File: src/rtl/cc_pkg.sv
// Shared types and default sizes for the cross-correlation pass sequencer.
package cc_pkg;

   typedef enum logic [2:0] {
      ST_IDLE   = 3'd0,
      ST_CLR    = 3'd1,
      ST_ARM    = 3'd2,
      ST_STREAM = 3'd3,
      ST_WAIT   = 3'd4,
      ST_DONE   = 3'd5
   } cc_state_e;

   localparam int CC_NSAMP_DEF   = 12800;
   localparam int CC_ADDR_W_DEF  = 18;
   localparam int CC_LAG_W_DEF   = 10;
   localparam int CC_TIMEOUT_DEF = 65535;
   localparam int CC_SAMP_W      = 16;

endpackage

File: src/rtl/cc_watchdog.sv
// Saturating up-counter used to bound the wait for the core's completion.
// expired_o rises once the count reaches LIMIT-1 and stays high while held.
module cc_watchdog #(
   parameter int LIMIT = 65535,
   parameter int CNT_W = $clog2(LIMIT + 1)
) (
   input  logic clk,
   input  logic rst_n,
   input  logic clr_i,
   input  logic en_i,
   output logic expired_o
);

   localparam logic [CNT_W-1:0] CNT_LAST = CNT_W'(LIMIT - 1);
   localparam logic [CNT_W-1:0] CNT_MAX  = '1;
   localparam logic [CNT_W-1:0] CNT_ONE  = CNT_W'(1);

   logic [CNT_W-1:0] cnt_q;

   // Count while enabled; stop at all-ones so the counter can never wrap.
   always_ff @(posedge clk or negedge rst_n) begin
      if (!rst_n) begin
         cnt_q <= '0;
      end else if (clr_i) begin
         cnt_q <= '0;
      end else if (en_i && (cnt_q != CNT_MAX)) begin
         cnt_q <= cnt_q + CNT_ONE;
      end
   end

   assign expired_o = (cnt_q >= CNT_LAST);

endmodule

File: src/rtl/cc_sequencer.sv
// Runs one cross-correlation pass on the cc_1 core: clear, start, stream
// NSAMP sample pairs from the dual sample memories, wait for done under a
// watchdog, then hold the signed lag for the host until acknowledged.
//
//   state  | meaning
//   -------+-----------------------------------------------------------
//   IDLE   | waiting for req; all outputs quiet
//   CLR    | one cycle of cc_rst to the core
//   ARM    | one cycle of cc_start; first memory read (address 0)
//   STREAM | sample k on cc_m0/cc_m1, read address k+1 in flight
//   WAIT   | waiting for cc_done, watchdog running
//   DONE   | result held with res_valid until res_ack
module cc_sequencer
   import cc_pkg::*;
#(
   parameter int NSAMP   = CC_NSAMP_DEF,
   parameter int ADDR_W  = CC_ADDR_W_DEF,
   parameter int LAG_W   = CC_LAG_W_DEF,
   parameter int TIMEOUT = CC_TIMEOUT_DEF
) (
   input  logic                 clk,
   input  logic                 rst_n,
   input  logic                 req,
   output logic                 busy,
   output logic [ADDR_W-1:0]    mem_addr,
   output logic                 mem_en,
   input  logic [CC_SAMP_W-1:0] mem_rd0,
   input  logic [CC_SAMP_W-1:0] mem_rd1,
   output logic                 cc_rst,
   output logic                 cc_start,
   output logic [CC_SAMP_W-1:0] cc_m0,
   output logic [CC_SAMP_W-1:0] cc_m1,
   input  logic                 cc_done,
   input  logic [LAG_W-1:0]     cc_index,
   output logic                 res_valid,
   output logic [LAG_W-1:0]     res_lag,
   output logic                 res_err,
   input  logic                 res_ack
);

   localparam logic [ADDR_W-1:0] K_LAST = ADDR_W'(NSAMP - 1);
   localparam logic [ADDR_W-1:0] K_PEN  = ADDR_W'(NSAMP - 2);
   localparam logic [ADDR_W-1:0] K_ONE  = ADDR_W'(1);
   localparam logic [ADDR_W-1:0] K_TWO  = ADDR_W'(2);

   cc_state_e         state_q;
   logic [ADDR_W-1:0] k_q;
   logic [ADDR_W-1:0] k_d;
   logic [ADDR_W-1:0] addr_d;
   logic [ADDR_W-1:0] mem_addr_q;
   logic              mem_en_q;
   logic              busy_q;
   logic              cc_rst_q;
   logic              cc_start_q;
   logic              res_valid_q;
   logic [LAG_W-1:0]  res_lag_q;
   logic              res_err_q;
   logic              wd_expired;

   // Next sample index and the read address that keeps one read ahead of it.
   assign k_d    = k_q + K_ONE;
   assign addr_d = k_q + K_TWO;

   cc_watchdog #(
      .LIMIT (TIMEOUT)
   ) u_watchdog (
      .clk       (clk),
      .rst_n     (rst_n),
      .clr_i     (state_q != ST_WAIT),
      .en_i      (state_q == ST_WAIT),
      .expired_o (wd_expired)
   );

   // Pass sequencing with every control output registered alongside the state.
   always_ff @(posedge clk or negedge rst_n) begin
      if (!rst_n) begin
         state_q     <= ST_IDLE;
         k_q         <= '0;
         mem_addr_q  <= '0;
         mem_en_q    <= 1'b0;
         busy_q      <= 1'b0;
         cc_rst_q    <= 1'b0;
         cc_start_q  <= 1'b0;
         res_valid_q <= 1'b0;
         res_lag_q   <= '0;
         res_err_q   <= 1'b0;
      end else begin
         cc_rst_q   <= 1'b0;
         cc_start_q <= 1'b0;
         case (state_q)
            ST_IDLE: begin
               if (req) begin
                  state_q   <= ST_CLR;
                  busy_q    <= 1'b1;
                  cc_rst_q  <= 1'b1;
                  res_lag_q <= '0;
                  res_err_q <= 1'b0;
               end
            end
            ST_CLR: begin
               state_q    <= ST_ARM;
               cc_start_q <= 1'b1;
               mem_en_q   <= 1'b1;
               mem_addr_q <= '0;
               k_q        <= '0;
            end
            ST_ARM: begin
               // NSAMP >= 2, so address 1 is always a valid read here.
               state_q    <= ST_STREAM;
               mem_en_q   <= 1'b1;
               mem_addr_q <= K_ONE;
               k_q        <= '0;
            end
            ST_STREAM: begin
               // cc_done is deliberately not looked at until all samples are out.
               if (k_q == K_LAST) begin
                  state_q    <= ST_WAIT;
                  mem_en_q   <= 1'b0;
                  mem_addr_q <= '0;
               end else begin
                  k_q        <= k_d;
                  mem_addr_q <= addr_d;
                  // The read issued in the last sample cycle would be past the end.
                  mem_en_q   <= (k_q != K_PEN);
               end
            end
            ST_WAIT: begin
               if (cc_done) begin
                  state_q     <= ST_DONE;
                  res_valid_q <= 1'b1;
                  res_lag_q   <= cc_index;
                  res_err_q   <= 1'b0;
               end else if (wd_expired) begin
                  state_q     <= ST_DONE;
                  res_valid_q <= 1'b1;
                  res_lag_q   <= '0;
                  res_err_q   <= 1'b1;
               end
            end
            ST_DONE: begin
               // A req arriving with the ack is dropped; the host must re-assert.
               if (res_ack) begin
                  state_q     <= ST_IDLE;
                  res_valid_q <= 1'b0;
                  busy_q      <= 1'b0;
               end
            end
            default: begin
               state_q     <= ST_IDLE;
               busy_q      <= 1'b0;
               mem_en_q    <= 1'b0;
               res_valid_q <= 1'b0;
            end
         endcase
      end
   end

   assign busy      = busy_q;
   assign mem_addr  = mem_addr_q;
   assign mem_en    = mem_en_q;
   assign cc_rst    = cc_rst_q;
   assign cc_start  = cc_start_q;
   assign res_valid = res_valid_q;
   assign res_lag   = res_lag_q;
   assign res_err   = res_err_q;

   // Memory read data reaches the core only while streaming.
   assign cc_m0 = (state_q == ST_STREAM) ? mem_rd0 : '0;
   assign cc_m1 = (state_q == ST_STREAM) ? mem_rd1 : '0;

endmodule

File: config.mk
export PLATFORM = sky130hd
export DESIGN_NAME = cc_sequencer
export DESIGN_NICKNAME = d
export VERILOG_FILES = /design/src/rtl/cc_pkg.sv /design/src/rtl/cc_watchdog.sv /design/src/rtl/cc_sequencer.sv
export SDC_FILE = /design/constraint.sdc
export NUM_CORES = 1
export LEC_CHECK = 0
export CORE_ASPECT_RATIO = 0.9
export CORE_MARGIN = 2
export CORE_UTILIZATION = 30
export DETAILED_ROUTE_END_ITERATION = 8
export PLACE_DENSITY_LB_ADDON = 0.2
export SLEW_MARGIN = 10
export SYNTH_ARGS = -nofsm -noshare
export SYNTH_HDL_FRONTEND = slang
export SYNTH_SLANG_ARGS = --single-unit
export TNS_END_PERCENT = 10
File: constraint.sdc
create_clock -name clk -period 2.3 [get_ports clk]
set_input_delay 0.46 -clock clk [delete_from_list [all_inputs] [get_ports clk]]
set_output_delay 0.46 -clock clk [all_outputs]
set_load 0.01 [all_outputs]
Yosys cells after proc, flatten, opt, wreduce, memory -nomap -nowiden
Cells that the tools add are included.
- add/sub/neg operators: 3
- bitwise gates (word level): 2
- equality and inequality tests: 14
- mux-type cells: 32
- reductions and logical operators: 15
- order comparisons: 1
- operators with widths (operator ; number):
    16-bit 2-to-1 mux ; 4
    18-bit one-hot mux with 3 select lines ; 1
    18-bit 2-to-1 mux ; 2
    18-bit one-hot mux with 2 select lines ; 1
    10-bit 2-to-1 mux ; 3
    10-bit one-hot mux with 2 select lines ; 1
    18-bit by 1-bit adder with 18-bit output, second input constant ; 1
    18-bit by 2-bit adder with 18-bit output, second input constant ; 1
    18-bit by 14-bit == test with 1-bit output, second input constant ; 1
    18-bit by 14-bit inequality test with 1-bit output, second input constant ; 1
    3-bit one-hot mux with 6 select lines ; 1
    16-bit by 1-bit adder with 16-bit output, second input constant ; 1
    16-bit >= comparator, second input constant ; 1
    16-bit inequality test, second input constant ; 1
    3-bit 2-to-1 mux ; 5
    1-bit 2-to-1 mux ; 10
    1-bit one-hot mux with 3 select lines ; 3
    3-bit AND reduction ; 3
    2-bit inequality test, second input constant ; 4
    4-bit OR reduction ; 2
    3-bit by 2-bit == test with 1-bit output, second input constant ; 2
    3-bit == test, second input constant ; 2
    3-bit inequality test, second input constant ; 2
    2-bit nonzero test ; 3
    other kinds (10) ; 11
- input bits: 47
- output and inout bits: 66
- register bits: 71
- word-level logic and storage cells: 78

Logic depth before layout (Yosys ltp)
- depth after elaboration: 4
- gate-level depth with buffers: 6
- depth with buffers taken out: 6

Cells and area by module
From an unflattened synthesis, not the netlist that was laid out.
- cell total of the unflattened synthesis: 419
- area total of the unflattened synthesis: 3983.8 um^2
- modules (own cells, without submodules) (module ; times used ; seq. area each (um^2) ; area an instance (um^2) ; cells an instance):
    cc_sequencer ; 1 ; 1376.3 ; 3022.9 ; 316
    cc_watchdog ; 1 ; 400.4 ; 960.9 ; 103

Least setup slack after synthesis
OpenSTA, ideal clock, no wires.
- kind: register -> register
- start point: register k_q[2]
- end point: register k_q[17]
- data required time: 2.234 ns
- buffers on the path: 0
- cell stages (with the launch flop): 6
- setup slack: 0.449 ns
- clock period less this slack: 1.851 ns
- data arrival time: 1.785 ns
- cells stage by stage: dfrtp_1 > ha_1 > nand3_1 > or4_4 > or4_1 > nand2_1
- word-level cells in the longest chain between the ends: 3
- ends and longest elaborated chain (element ; RTL line ; source):
    start: declaration ; cc_sequencer.sv:47 ; logic [ADDR_W-1:0] k_q;
    start signal: assignment ; cc_sequencer.sv:121 ; k_q <= k_d;
    18-bit by 1-bit adder with 18-bit output / 18-bit by 14-bit == test with 1-bit output (equally long branches) ; cc_sequencer.sv:61, cc_sequencer.sv:116 ;
    18-bit 2-to-1 mux / 2-bit inequality test (equally long branches) ; n/a ;
    18-bit one-hot mux with 2 select lines / 2-bit AND reduction (equally long branches) ; n/a ;
Several ways; a longest one is shown, not always the timed one. The select of a mux whose other input is x is not followed.
A chain may end at the register's enable or synchronous reset.

Worst setup path in the final report
- start point: register k_q[9]
- end point: register k_q[11]
The elaborated chain is that of the path after synthesis.

==> flow_summary.json <==
{
  "synth_edf_count": 0,
  "antenna_left": 0,
  "wl_met1_mm": 5.211,
  "drc": 0,
  "r2r-start": "k_q[9]",
  "grt_max_degree": 72,
  "place_inst": 695,
  "cp-end-kind": "flip-flop",
  "dr.pass1.iters": 4,
  "synthesis.area_um2": 3996,
  "critPathTopFamily": "simple AND/OR/NAND/NOR gates",
  "wl_met3_um": 631,
  "reg2reg_depth": 4,
  "ys_ff_latch": 71,
  "crit_fanout": 12,
  "start_util_pct": 31.14,
  "rsz0062_at_grt": "false",
  "clock_skew_ps": 7.128,
  "power.density_nw_per_um2": 691.5,
  "die_w_um": 125.7,
  "leakagePower_uw": 0.002486,
  "num_io_pins": 113,
  "die_h_um": 113.5,
  "rows": 39,
  "fin_crit_sh_pct": 92.53,
  "final_nets": 595,
  "hold_violations": 0,
  "via_per_inst": 5.233,
  "io_buffer_count": 112,
  "setup_viol": 0,
  "required_ps": 2540,
  "grt_pass1_vias": 3571,
  "ys_seq_area_share_pct": 44.46,
  "syn_inst": 429,
  "cp.depth": 4,
  "fin_cells": 712,
  "timing.final.ws_setup_ps": 171.7,
  "critPathLaunchType": "flip-flop",
  "dr_wl_met2_mm": 4.892,
  "clock_latency_ps": 340,
  "crit_chain": "nor4_1, and3b_1, a31oi_1, o221ai_1",
  "outcome": "completed",
  "postPlaceCellArea_um2": 5361,
  "synth_ff_type": "dfrtp_1",
  "slew_violations": 0,
  "syn_area_per_cell_um2": 9.315,
  "critPathSlowestCell": "and3b_1",
  "hold_path_class": "in -> async",
  "grt-ovfl-total": 0,
  "vias": 3726,
  "cts_sinks": 71,
  "gp_congestion": 0.8549,
  "drt_iter0_drc": 212,
  "crit_arrival_ps": 2370,
  "max_freq_mhz": 469.9,
  "synth_warnings": 0,
  "path_buf_inv": 0,
  "criticalPathCategory": "reg -> reg",
  "antenna_found_initial": 0,
  "relSlewSlack_pct": 53.42,
  "ir_worst_vdd_v": 0.0004743,
  "fin_crit_ps": 2128,
  "drive_gt1_share_pct": 9.307,
  "grt_usage_pct": 15.50,
  "worstMarginPinSlew_ps": 695.5,
  "grt_pass1_wl_mm": 17.97,
  "synth_nets": 481,
  "tritoncts": "built",
  "drv_cap": 0,
  "synthToLayoutAreaGrowth_pct": 43.80,
  "num-fill-cells": 1244,
  "cts-root-buf": "clkbuf_16",
  "routedWlPerCell_um": 15.25,
  "max_stage_delay_ps": 500,
  "diodes": 0,
  "timing.rr.end": "k_q[11]",
  "pre_cts_ws_ps": 224.9,
  "ys_types": 55,
  "drt_wl_total_mm": 10.86,
  "highest_layer": "met4",
  "dieArea_um2": 14260,
  "async_reset_ff_share_pct": 100.0,
  "cts_buffer_depth": 2,
  "setup.worst_path.start": "k_q[9]",
  "cts_buffers": 9,
  "path_clk_slew_ps": 60,
  "worst-r2r-setup-slack_ps": 170,
  "cp-endpoint": "k_q[11]",
  "h-tree-depth": 3,
  "fin_area_um2": 5747,
  "core_um2": 12830,
  "dp_hpwl_mm": 7.916,
  "fin_setup_tns_ps": 0
}
worst register-to-register path: stages, from the launching register on:
cell	delay [ps]
dfrtp_1	490
nor4_1	400
and3b_1	500
a31oi_1	360
o221ai_1	280
cell usage in the layout, fill, tap and decap left out, drive strengths merged, types with 12 or more instances in the layout:
cell type / n
nand2: 48
clkdlybuf4s50: 79
nand4: 18
and2: 35
a21oi: 17
mux2i: 12
dfrtp: 71
nand3: 13
buf: 25
dlymetal6s2s: 25
nor2: 12
o21ai: 25
and3: 15
registers in the layout, indices dropped and copies added, names as in the netlist:
name / cells
k_q: 18
mem_addr: 18
u_watchdog.cnt_q: 16
res_lag: 10
state_q: 3
busy: 1
cc_rst: 1
cc_start: 1
mem_en: 1
res_err: 1
res_valid: 1
power by group:
| group | leakage (uW) | internal (uW) | switching, uW | total, uW |
|---|---|---|---|---|
| registers | 0.000887 | 1400 | 153 | 1560 |
| logic | 0.00145 | 497 | 418 | 915 |
| clock network | 0.000152 | 950 | 553 | 1500 |
| total | 0.00249 | 2850 | 1120 | 3970 |
timing repair:
| action | CTS | global route |
|---|---|---|
| buffers inserted | 1 | 0 |
| resized for setup | 8 | 25 |
| hold buffers | 0 | 0 |
| endpoints found under the hold margin | 0 | 0 |
| setup endpoints to repair | 32 | 25 |
| cloned | 0 | 0 |
per-stage QoR:
step,hold slack (ps),util [%],power [uW]
final,141.4,44.78,3974
after global routing,179.1,44.78,4189
after CTS,174.8,44.29,4014
after detailed placement,469.9,41.78,2509
after global placement,463.0,41.78,2494
after floorplan,164.4,-,2041
cell families after synthesis:
kind of cell	after synthesis	share of synthesized area, %
AO/OA/AOI/OAI	98	16.81
XOR/XNOR	15	3.287
adder cells (fa/ha/maj)	5	1.565
buffers and inverters	44	4.884
flip-flops	71	44.46
multiplexers	12	3.006
AND/OR/NAND/NOR	184	25.99
per-layer routing:
| metal | vias up | global-route usage (%) |
|---|---|---|
| li1 | 1800 | - |
| met1 | 1791 | 21.60 |
| met2 | 123 | 23.21 |
| met3 | 12 | 4.268 |
| met4 | 0 | 5.481 |
| met5 | - | 0 |
synthesized netlist by cell type (3+ instances only):
cell type  count  area share, %
buf_2         11            1.4
buf_4          4           0.75
a31oi_1       11            1.7
clkbuf_1      16            1.5
nor3_1         6           0.75
a221o_1       10            2.5
or3_1          4           0.63
nand3_1       12            1.5
o31ai_1        3           0.56
and4_1         4           0.88
nand2b_1       9            1.4
or4_1          4           0.75
o21ai_0       24            3.0
and3_1        15            2.3
nor4_1         6           0.94
ha_1           5            1.6
and2_1        35            5.5
nor2_1        12            1.1
dfrtp_1       71             44
xor2_1         5            1.1
and3b_1        3           0.66
mux2i_1       12            3.0
o221ai_1       3           0.66
nand2_1       48            4.5
o211ai_1       4           0.75
inv_1         11            1.0
a21oi_1       17            2.1
xnor2_1       10            2.2
nand4_1       16            2.5
a211oi_1       6            1.1
how the worst min path moves through the flow:
stage	from	end	slack, ps	depth (start not counted)
after floorplan	rst_n	busy	160	0
after global placement	mem_addr[7]	mem_addr[7]	460	2
after detailed placement	mem_addr[5]	mem_addr[5]	470	2
after CTS	rst_n	k_q[12]	170	2
after global routing	rst_n	k_q[16]	180	2
final	rst_n	k_q[16]	140	2
layout make-up:
type | count | area, um^2 | area share (%)
multi-input cells | 314 | 2026 | 35.25
flip-flops and latches | 71 | 1777 | 30.92
repair buffers | 136 | 1375 | 23.93
clock buffers | 9 | 225.2 | 3.919
well taps | 164 | 205.2 | 3.571
clock inverters | 7 | 97.59 | 1.698
inverters | 11 | 41.29 | 0.7185
Power figures use the tool's default switching activity.
